--- src/rtl/mem_access_if.sv ---
// Data-memory request/acknowledge bus between the mem_access stage (master)
// and the data memory (slave).
interface mem_access_if #(
    parameter int ADDR_W = 22,
    parameter int DATA_W = 32
);
    logic              req;
    logic              we;
    logic [ADDR_W-1:0] addr;
    logic [DATA_W-1:0] wdata;
    logic [DATA_W-1:0] rdata;
    logic              ack;

    modport master (
        output req,
        output we,
        output addr,
        output wdata,
        input  rdata,
        input  ack
    );

    modport slave (
        input  req,
        input  we,
        input  addr,
        input  wdata,
        output rdata,
        output ack
    );
endinterface

--- src/rtl/mem_access.sv ---
// Memory-access pipeline stage: performs loads/stores over a req/ack bus,
// stalls upstream while a request is outstanding, and registers writeback controls.
module mem_access #(
    parameter int ADDR_W  = 22,
    parameter int DATA_W  = 32,
    parameter int TIMEOUT = 255
) (
    input  logic              clk,
    input  logic              rst_n,

    input  logic              in_valid,
    output logic              in_ready,
    input  logic [DATA_W-1:0] ex_result,
    input  logic [3:0]        ex_rd_num,
    input  logic [DATA_W-1:0] ex_rd_val,
    input  logic [DATA_W-1:0] ex_md,
    input  logic [DATA_W-1:0] ex_cpsr,
    input  logic              ex_taken,
    input  logic              ex_is_alu,
    input  logic              ex_is_cmp,
    input  logic              ex_is_jmp,
    input  logic              ex_is_ld,
    input  logic              ex_is_str,

    mem_access_if.master      mem,

    output logic              wb_valid,
    output logic              wb_rd_we,
    output logic [3:0]        wb_rd_num,
    output logic [DATA_W-1:0] wb_data,
    output logic              wb_cpsr_we,
    output logic [DATA_W-1:0] wb_cpsr,
    output logic              wb_pc_we,
    output logic [DATA_W-1:0] wb_pc,

    output logic              bus_err,
    input  logic              err_clr
);

    localparam logic [0:0] S_IDLE = 1'b0;
    localparam logic [0:0] S_WAIT = 1'b1;

    // Last WAIT cycle index before the access is abandoned.
    localparam logic [15:0] TO_LAST = 16'(TIMEOUT - 1);

    logic [0:0]        state_q,      state_d;
    logic [15:0]       cnt_q,        cnt_d;
    logic [3:0]        rd_q,         rd_d;

    logic              req_q,        req_d;
    logic              we_q,         we_d;
    logic [ADDR_W-1:0] addr_q,       addr_d;
    logic [DATA_W-1:0] wdata_q,      wdata_d;

    logic              wb_valid_q,   wb_valid_d;
    logic              wb_rd_we_q,   wb_rd_we_d;
    logic [3:0]        wb_rd_num_q,  wb_rd_num_d;
    logic [DATA_W-1:0] wb_data_q,    wb_data_d;
    logic              wb_cpsr_we_q, wb_cpsr_we_d;
    logic [DATA_W-1:0] wb_cpsr_q,    wb_cpsr_d;
    logic              wb_pc_we_q,   wb_pc_we_d;
    logic [DATA_W-1:0] wb_pc_q,      wb_pc_d;
    logic              err_q,        err_d;

    logic              is_mem_op;

    assign is_mem_op = ex_is_ld | ex_is_str;
    assign in_ready  = (state_q == S_IDLE);

    always_comb begin
        state_d      = state_q;
        cnt_d        = cnt_q;
        rd_d         = rd_q;
        req_d        = req_q;
        we_d         = we_q;
        addr_d       = addr_q;
        wdata_d      = wdata_q;
        wb_valid_d   = 1'b0;
        wb_rd_we_d   = 1'b0;
        wb_cpsr_we_d = 1'b0;
        wb_pc_we_d   = 1'b0;
        wb_rd_num_d  = wb_rd_num_q;
        wb_data_d    = wb_data_q;
        wb_cpsr_d    = wb_cpsr_q;
        wb_pc_d      = wb_pc_q;
        err_d        = err_q & ~err_clr;

        case (state_q)
            S_IDLE: begin
                if (in_valid) begin
                    if (is_mem_op) begin
                        // Load outranks store when both flags are raised.
                        req_d   = 1'b1;
                        we_d    = ~ex_is_ld;
                        addr_d  = ex_md[ADDR_W-1:0];
                        wdata_d = ex_rd_val;
                        rd_d    = ex_rd_num;
                        cnt_d   = '0;
                        state_d = S_WAIT;
                    end else begin
                        wb_valid_d = 1'b1;
                        if (ex_is_alu) begin
                            wb_rd_we_d  = 1'b1;
                            wb_rd_num_d = ex_rd_num;
                            wb_data_d   = ex_result;
                        end else if (ex_is_cmp) begin
                            wb_cpsr_we_d = 1'b1;
                            wb_cpsr_d    = ex_cpsr;
                        end else if (ex_is_jmp) begin
                            wb_pc_we_d = ex_taken;
                            wb_pc_d    = ex_md;
                        end
                    end
                end
            end

            S_WAIT: begin
                if (mem.ack) begin
                    req_d      = 1'b0;
                    wb_valid_d = 1'b1;
                    state_d    = S_IDLE;
                    if (!we_q) begin
                        wb_rd_we_d  = 1'b1;
                        wb_rd_num_d = rd_q;
                        wb_data_d   = mem.rdata;
                    end
                end else if (cnt_q == TO_LAST) begin
                    // Abandon the access; the writeback pulse carries no enables.
                    req_d      = 1'b0;
                    wb_valid_d = 1'b1;
                    err_d      = 1'b1;
                    state_d    = S_IDLE;
                end else begin
                    cnt_d = cnt_q + 16'd1;
                end
            end

            default: begin
                state_d = S_IDLE;
                req_d   = 1'b0;
            end
        endcase
    end

    always_ff @(posedge clk or negedge rst_n) begin
        if (!rst_n) begin
            state_q      <= S_IDLE;
            cnt_q        <= '0;
            rd_q         <= '0;
            req_q        <= 1'b0;
            we_q         <= 1'b0;
            addr_q       <= '0;
            wdata_q      <= '0;
            wb_valid_q   <= 1'b0;
            wb_rd_we_q   <= 1'b0;
            wb_rd_num_q  <= '0;
            wb_data_q    <= '0;
            wb_cpsr_we_q <= 1'b0;
            wb_cpsr_q    <= '0;
            wb_pc_we_q   <= 1'b0;
            wb_pc_q      <= '0;
            err_q        <= 1'b0;
        end else begin
            state_q      <= state_d;
            cnt_q        <= cnt_d;
            rd_q         <= rd_d;
            req_q        <= req_d;
            we_q         <= we_d;
            addr_q       <= addr_d;
            wdata_q      <= wdata_d;
            wb_valid_q   <= wb_valid_d;
            wb_rd_we_q   <= wb_rd_we_d;
            wb_rd_num_q  <= wb_rd_num_d;
            wb_data_q    <= wb_data_d;
            wb_cpsr_we_q <= wb_cpsr_we_d;
            wb_cpsr_q    <= wb_cpsr_d;
            wb_pc_we_q   <= wb_pc_we_d;
            wb_pc_q      <= wb_pc_d;
            err_q        <= err_d;
        end
    end

    assign mem.req    = req_q;
    assign mem.we     = we_q;
    assign mem.addr   = addr_q;
    assign mem.wdata  = wdata_q;

    assign wb_valid   = wb_valid_q;
    assign wb_rd_we   = wb_rd_we_q;
    assign wb_rd_num  = wb_rd_num_q;
    assign wb_data    = wb_data_q;
    assign wb_cpsr_we = wb_cpsr_we_q;
    assign wb_cpsr    = wb_cpsr_q;
    assign wb_pc_we   = wb_pc_we_q;
    assign wb_pc      = wb_pc_q;
    assign bus_err    = err_q;

endmodule

--- src/flat_wrapper.sv ---
// flat-port wrapper written by rule: the top's interface ports become plain ports
module mem_access_flat 
#(
    parameter int ADDR_W  = 22,
    parameter int DATA_W  = 32,
    parameter int TIMEOUT = 255
)
  (clk, rst_n, in_valid, in_ready, ex_result, ex_rd_num, ex_rd_val, ex_md, ex_cpsr, ex_taken, ex_is_alu, ex_is_cmp, ex_is_jmp, ex_is_ld, ex_is_str, wb_valid, wb_rd_we, wb_rd_num, wb_data, wb_cpsr_we, wb_cpsr, wb_pc_we, wb_pc, bus_err, err_clr, mem_req, mem_we, mem_addr, mem_wdata, mem_rdata, mem_ack);
  mem_access_if #(.ADDR_W(ADDR_W), .DATA_W(DATA_W)) mem_i ();
  input  logic clk;
  input  logic rst_n;
  input  logic in_valid;
  output logic in_ready;
  input  logic [DATA_W-1:0] ex_result;
  input  logic [3:0] ex_rd_num;
  input  logic [DATA_W-1:0] ex_rd_val;
  input  logic [DATA_W-1:0] ex_md;
  input  logic [DATA_W-1:0] ex_cpsr;
  input  logic ex_taken;
  input  logic ex_is_alu;
  input  logic ex_is_cmp;
  input  logic ex_is_jmp;
  input  logic ex_is_ld;
  input  logic ex_is_str;
  output logic wb_valid;
  output logic wb_rd_we;
  output logic [3:0] wb_rd_num;
  output logic [DATA_W-1:0] wb_data;
  output logic wb_cpsr_we;
  output logic [DATA_W-1:0] wb_cpsr;
  output logic wb_pc_we;
  output logic [DATA_W-1:0] wb_pc;
  output logic bus_err;
  input  logic err_clr;
  output wire logic [$bits(mem_i.req)-1:0] mem_req;
  output wire logic [$bits(mem_i.we)-1:0] mem_we;
  output wire logic [$bits(mem_i.addr)-1:0] mem_addr;
  output wire logic [$bits(mem_i.wdata)-1:0] mem_wdata;
  input wire logic [$bits(mem_i.rdata)-1:0] mem_rdata;
  input wire logic [$bits(mem_i.ack)-1:0] mem_ack;
  assign mem_req = mem_i.req;
  assign mem_we = mem_i.we;
  assign mem_addr = mem_i.addr;
  assign mem_wdata = mem_i.wdata;
  assign mem_i.rdata = mem_rdata;
  assign mem_i.ack = mem_ack;
  mem_access #(.ADDR_W(ADDR_W), .DATA_W(DATA_W), .TIMEOUT(TIMEOUT)) u_core (.clk(clk), .rst_n(rst_n), .in_valid(in_valid), .in_ready(in_ready), .ex_result(ex_result), .ex_rd_num(ex_rd_num), .ex_rd_val(ex_rd_val), .ex_md(ex_md), .ex_cpsr(ex_cpsr), .ex_taken(ex_taken), .ex_is_alu(ex_is_alu), .ex_is_cmp(ex_is_cmp), .ex_is_jmp(ex_is_jmp), .ex_is_ld(ex_is_ld), .ex_is_str(ex_is_str), .mem(mem_i), .wb_valid(wb_valid), .wb_rd_we(wb_rd_we), .wb_rd_num(wb_rd_num), .wb_data(wb_data), .wb_cpsr_we(wb_cpsr_we), .wb_cpsr(wb_cpsr), .wb_pc_we(wb_pc_we), .wb_pc(wb_pc), .bus_err(bus_err), .err_clr(err_clr));
endmodule
--- config.mk ---
export PLATFORM = sky130hd
export DESIGN_NAME = mem_access_flat
export DESIGN_NICKNAME = d
export VERILOG_FILES = /design/src/rtl/mem_access_if.sv /design/src/rtl/mem_access.sv /design/src/flat_wrapper.sv
export SDC_FILE = /design/constraint.sdc
export NUM_CORES = 1
export LEC_CHECK = 0
export BUFFER_PORTS_ARGS = -buffer_cell sky130_fd_sc_hd__buf_2
export CAP_MARGIN = 20
export CORE_ASPECT_RATIO = 0.8
export CORE_MARGIN = 10
export CORE_UTILIZATION = 47
export CTS_CLUSTER_DIAMETER = 200
export CTS_CLUSTER_SIZE = 20
export DETAILED_ROUTE_END_ITERATION = 12
export PLACE_DENSITY = 0.89
export REMOVE_ABC_BUFFERS = 1
export SKIP_LAST_GASP = 1
export SLEW_MARGIN = 20
export SYNTH_ARGS = -nofsm -noshare
export SYNTH_HDL_FRONTEND = slang
export SYNTH_SLANG_ARGS = --single-unit
--- constraint.sdc ---
create_clock -name clk -period 2.7 [get_ports clk]
set_clock_uncertainty 0.15 [all_clocks]
set_input_delay 0.405 -clock clk [delete_from_list [all_inputs] [get_ports clk]]
set_output_delay 0.405 -clock clk [all_outputs]
set_load 0.01 [all_outputs]
# Word level (Yosys, flattened, before mapping)
# Cells that the tools add are included.
dict set report classes {
  addsub 1
  eq_ne 10
  n_mux 52
  bitwise_logic 8
  reduce_logical 6
}
# operator n
set op_table {}
lappend op_table {{$mux W32} 5}
lappend op_table {{$mux W16} 4}
lappend op_table {{$pmux W32 S2} 1}
lappend op_table {{$pmux W16 S2} 1}
lappend op_table {{$mux W1} 31}
lappend op_table {{$mux W4} 5}
lappend op_table {{$add A16 B1 Y16 const B} 1}
lappend op_table {{$eq A16 B8 Y1 const B} 1}
lappend op_table {{$ne A2 B2 Y1 const B} 6}
lappend op_table {{$reduce_and A5 Y1} 2}
lappend op_table {{$pmux W1 S2} 4}
lappend op_table {{$pmux W4 S2} 1}
lappend op_table {{$not A1 Y1} 6}
lappend op_table {{$reduce_and A3 Y1} 2}
lappend op_table {{$reduce_and A6 Y1} 1}
lappend op_table {{$ne A2 B1 Y1 const B} 2}
lappend op_table {{$reduce_and A4 Y1} 1}
lappend op_table {{$ne A3 B3 Y1 const B} 1}
lappend op_table {{$and A1 B1 Y1} 1}
lappend op_table {{$or A1 B1 Y1} 1}
dict set report word_totals {
  ff_bits 182
  in_bits 175
  out_inout_bits 162
  wordCells 93
}

# Longest topological paths before layout
dict set report logic_depth {
  ltp_word 6
  depth_mapped 8
}

# Worst setup path after synthesis
# OpenSTA, ideal clock, no wires.
dict set report synth_path {
  path_kind {register to register}
  start {register u_core.state_q}
  end {register u_core.wb_pc_q[0], in the netlist u_core.wb_pc[0]}
  setup_time_ps 125
  t_arrival_ps 2009
  t_required_ps 2425
  setup_slack_ps 416
  path_stages_with_launch 6
  path_buffers 2
  synth_period_minus_slack_ps 2284
  cell_sequence {dfrtp_1 > buf_6 > or4b_4 > nor4b_4 > buf_6 > mux2_2}
}
dict set report synth_via {
  elab_chain_len 2
}
# item line_no
set synth_lines {}
lappend synth_lines {{start, declared} mem_access.sv:46} ;# logic [0:0] state_q, state_d;
lappend synth_lines {{start signal, assigned} mem_access.sv:164} ;# state_q <= state_d;
lappend synth_lines {{$not A1 Y1 (no line)} --}
lappend synth_lines {{$reduce_and A6 Y1 (no line)} --}
lappend synth_lines {{end signal, assigned} mem_access.sv:178} ;# wb_pc_q <= wb_pc_d;
lappend synth_lines {{end, declared} mem_access.sv:62} ;# logic [DATA_W-1:0] wb_pc_q, wb_pc_d;
# No other way between the ends.
# A chain may end at the register's enable or synchronous reset.

# Final worst setup path
dict set report layout_path {
  start {register u_core.state_q}
  end {register u_core.wb_pc_q[25], in the netlist u_core.wb_pc[25]}
}
# Same word-level chain as after synthesis.

==> flow_summary.toml <==
[routing]
wl_met1_mm = 8.68
highest-signal-layer = "met5"
route.antenna.remaining_nets = 0
met2_length_mm = 11.4
residual_drc = 0
via_count = 6107
viasPerCell = 5.03
drt-total-wl_mm = 22.5
route.met3.wl_mm = 2.05
initialDrtViolationCount = 423
drt-wirelength-per-cell_um = 18.5
detailedRoute.firstPassIterationCount = 4

[synth]
syn-mean-instance-area_um2 = 11.2
synth_warnings = 0
synth_simple_gate_area_share_pct = 15.0
largest_family_of_logic_cells_by_synthesized_area = "multiplexers"
synth_compound_area_share_pct = 5.24
yosys_register_bits = 182
yosysTopAreaCell = "dfrtp_1"
synthXorXnorAreaFrac_pct = 0.237
synth.cell_area_um2 = 7400
synth.top_cells.by_area = "dfrtp_1, nand2_1, mux2_2, mux2i_1, o21ai_0"
synth_async_sr_flop_share_pct = 100
syn_inst = 661
synth_flop_cell = "dfrtp_1"
synth_mux_area_share_pct = 15.0
synthDistinctLibCells = 41
synth-edff-count = 0
yosys.area_share.adder_pct = 0.338
synth_seq_area_share_pct = 61.5
yosysTopAreaCellShare_pct = 61.5

[global_route]
grt_pass1_wl_mm = 36.0
first_global_vias = 6710
globalRouteTotalUtil_pct = 21.0
grt_remaining_overflow = 0
grt_max_degree = 74
grt_antenna_before_repair = 1

[power_and_ir_drop]
pwr-share-clk_pct = 31.0
seq_power_share_pct = 43.8
p_sw_share_pct = 30.6
power_leakage_nw = 5.46
powerDensity_nw_per_um2 = 857
switching_power_summed_over_all_nets_mw = 2.62
maximum_resistive_drop_on_vdd_mv = 0.570
comb_power_share_pct = 25.2
internal_power_mw = 5.94

[sta]
highest_achievable_clock_rate_mhz = 440
finalMaxSlewViolations = 0
setup_viol = 0
tightest_slew_ns = 0.617
setup_repair_after_global_routing_missed_its_margin = "false"
worst_slew_margin_relative_to_its_limit_pct = 58.8
final.min_clock_period_ns = 2.27
post-route-period-util_pct = 84.1
report.final.hold_viol_count = 0
final.setup.tns_ns = 0

[outcome]
run_status = "completed"

[floorplan]
die_width_um = 160
die_height_um = 132
rows = 40
fp.dieArea_um2 = 21200
floorplan.core_area_um2 = 15200
pin_count = 337
initial_utilization_pct = 48.6

[placed_design]
place_hpwl_mm = 17.5
quantity_of_i_o_buffers_inserted_on_ports = 336
gpl.final_weighted_congestion = 0.823

[final_layout]
antenna_cells = 0
finish.utilization_pct = 65.7
area_used_by_multi_input_combinational_logic_um2 = 2670
layout.cells.most_common_list = "buf_2, nand2_1, dfrtp_1"
post_route_cells_drive_above_1_share_pct = 44.8
mostFrequentLayoutCell = "buf_2"
fillerInstances = 1198
design.final.nets = 1171
area.sequential_um2 = 4560
synthToLayoutAreaGrowth_pct = 35.0

[critical_path]
crit_type = "reg -> reg"
endpoint_kind = "flop"
critical_path.max_fanout = 33
start_kind = "flop"
rr_startpoint = "u_core.state_q$_DFF_PN0_"
timing.critical_path.required_ns = 2.84
rr_endpoint = "u_core.wb_pc[25]$_DFFE_PN0P_"
critPathCapture = "u_core.wb_pc[25]$_DFFE_PN0P_"
worst-r2r-cell-count = 4
worst-endpoint-arrival_ns = 2.42
r2r_setup_slack_ns = 0.43
critPathLaunch = "u_core.state_q$_DFF_PN0_"

[clock_network]
htree_num_levels = 4
cts-buffers-inserted = 17
cts.reportedPaths.clkPinSlew_ns = 0.07
cts_root_buf = "clkbuf_16"
clock_sink_count = 182
worst_skew_pair.late_latency_ns = 0.41
holdBufCountCts = 2
postCtsSetupRepairBufs = 0
cts_tree = "yes"
max-clock-path-buffers = 2
cts_repair_resize_count = 0

[hold_path]
worstHoldPathType = "in -> reg"

[job]
cap_violations = 0
worst min path at each step:
stage             startpoint                               end  slack, ns  cells after the start
6_report        ex_rd_val[4]   u_core.mem.wdata[4]$_DFFE_PN0P_       0.03                      3
5_1_grt        ex_rd_val[30]  u_core.mem.wdata[30]$_DFFE_PN0P_       0.02                      3
4_1_cts        ex_rd_val[18]  u_core.mem.wdata[18]$_DFFE_PN0P_      0.007                      3
3_5_place_dp           rst_n     u_core.wb_cpsr[3]$_DFFE_PN0P_       0.22                      1
3_3_place_gp           rst_n     u_core.wb_cpsr[3]$_DFFE_PN0P_       0.22                      1
2_1_floorplan          rst_n          u_core.bus_err$_DFF_PN0_      -0.04                      0
cell usage after synthesis (3+ instances only):
master and number:
nand4_1 5, nand3_1 5, nand2b_1 3, nand2_1 223
o31ai_1 5, a21oi_1 3, mux2_2 64, and4_1 3
mux2i_1 39, inv_1 8, buf_1 6, clkbuf_1 25
o211ai_1 6, dfrtp_1 182, or4_1 3, o21ai_0 40
nor2_1 6, buf_6 4
per-stage QoR:
stage          hold slack [ns]  std cells  total power, mW  setup WS, ns  area [um^2]
6_report                0.0272       1215             8.57         0.429         9990
5_1_grt                 0.0164       1215             9.04         0.321         9990
4_1_cts                0.00699       1215             8.65         0.427         9980
3_5_place_dp             0.221       1183             5.97         0.322         9330
3_3_place_gp             0.215       1183             5.85         0.383         9330
2_1_floorplan          -0.0406        625             4.77         -1.52         7230
layout make-up:
class	count	area share, %
sequential	182	45.6
multi-input combinational	435	26.7
timing repair buffer	350	18.4
clock buffer	20	4.67
tap	210	2.63
clock inverter	10	1.69
inverter	8	0.301
flip-flops by register name, summed over array words and instances, names as in the netlist:
name	count
u_core.wb_cpsr	32
u_core.mem.wdata	32
u_core.wb_pc	32
u_core.rd_q	4
u_core.mem.we	1
u_core.wb_pc_we	1
u_core.state_q	1
u_core.wb_rd_we	1
u_core.mem.req	1
u_core.wb_rd_num	4
u_core.wb_cpsr_we	1
u_core.bus_err	1
u_core.wb_data	32
u_core.mem.addr	22
u_core.wb_valid	1
u_core.cnt_q	16
routing by layer:
layer	track usage, %	vias to the layer above
li1	-	2875
met1	23.8	2954
met2	35.5	241
met3	8.71	35
met4	5.96	2
met5	0	-
worst max-delay path, cell delays in order (launching register included):
cell	delay (ns)
dfrtp_2	0.43
or4b_4	0.59
nor4b_4	0.33
buf_12	0.24
mux2_2	0.38
power groups by stage:
stage	registers, mW	clock network (mW)	logic (mW)
final	3.76	2.65	2.16
after global routing	3.85	2.82	2.37
after CTS	3.76	2.70	2.20
after detailed placement	3.78	0	2.19
after global placement	3.74	0	2.11
after floorplan	4.10	0	0.673
logic make-up after synthesis:
family	count (synthesis)
simple gates	263
flops	182
mux	103
compound gates	65
buf+inv	44
xor+xnor	2
fa+ha+maj	2
(Power assumes the default switching activity.)
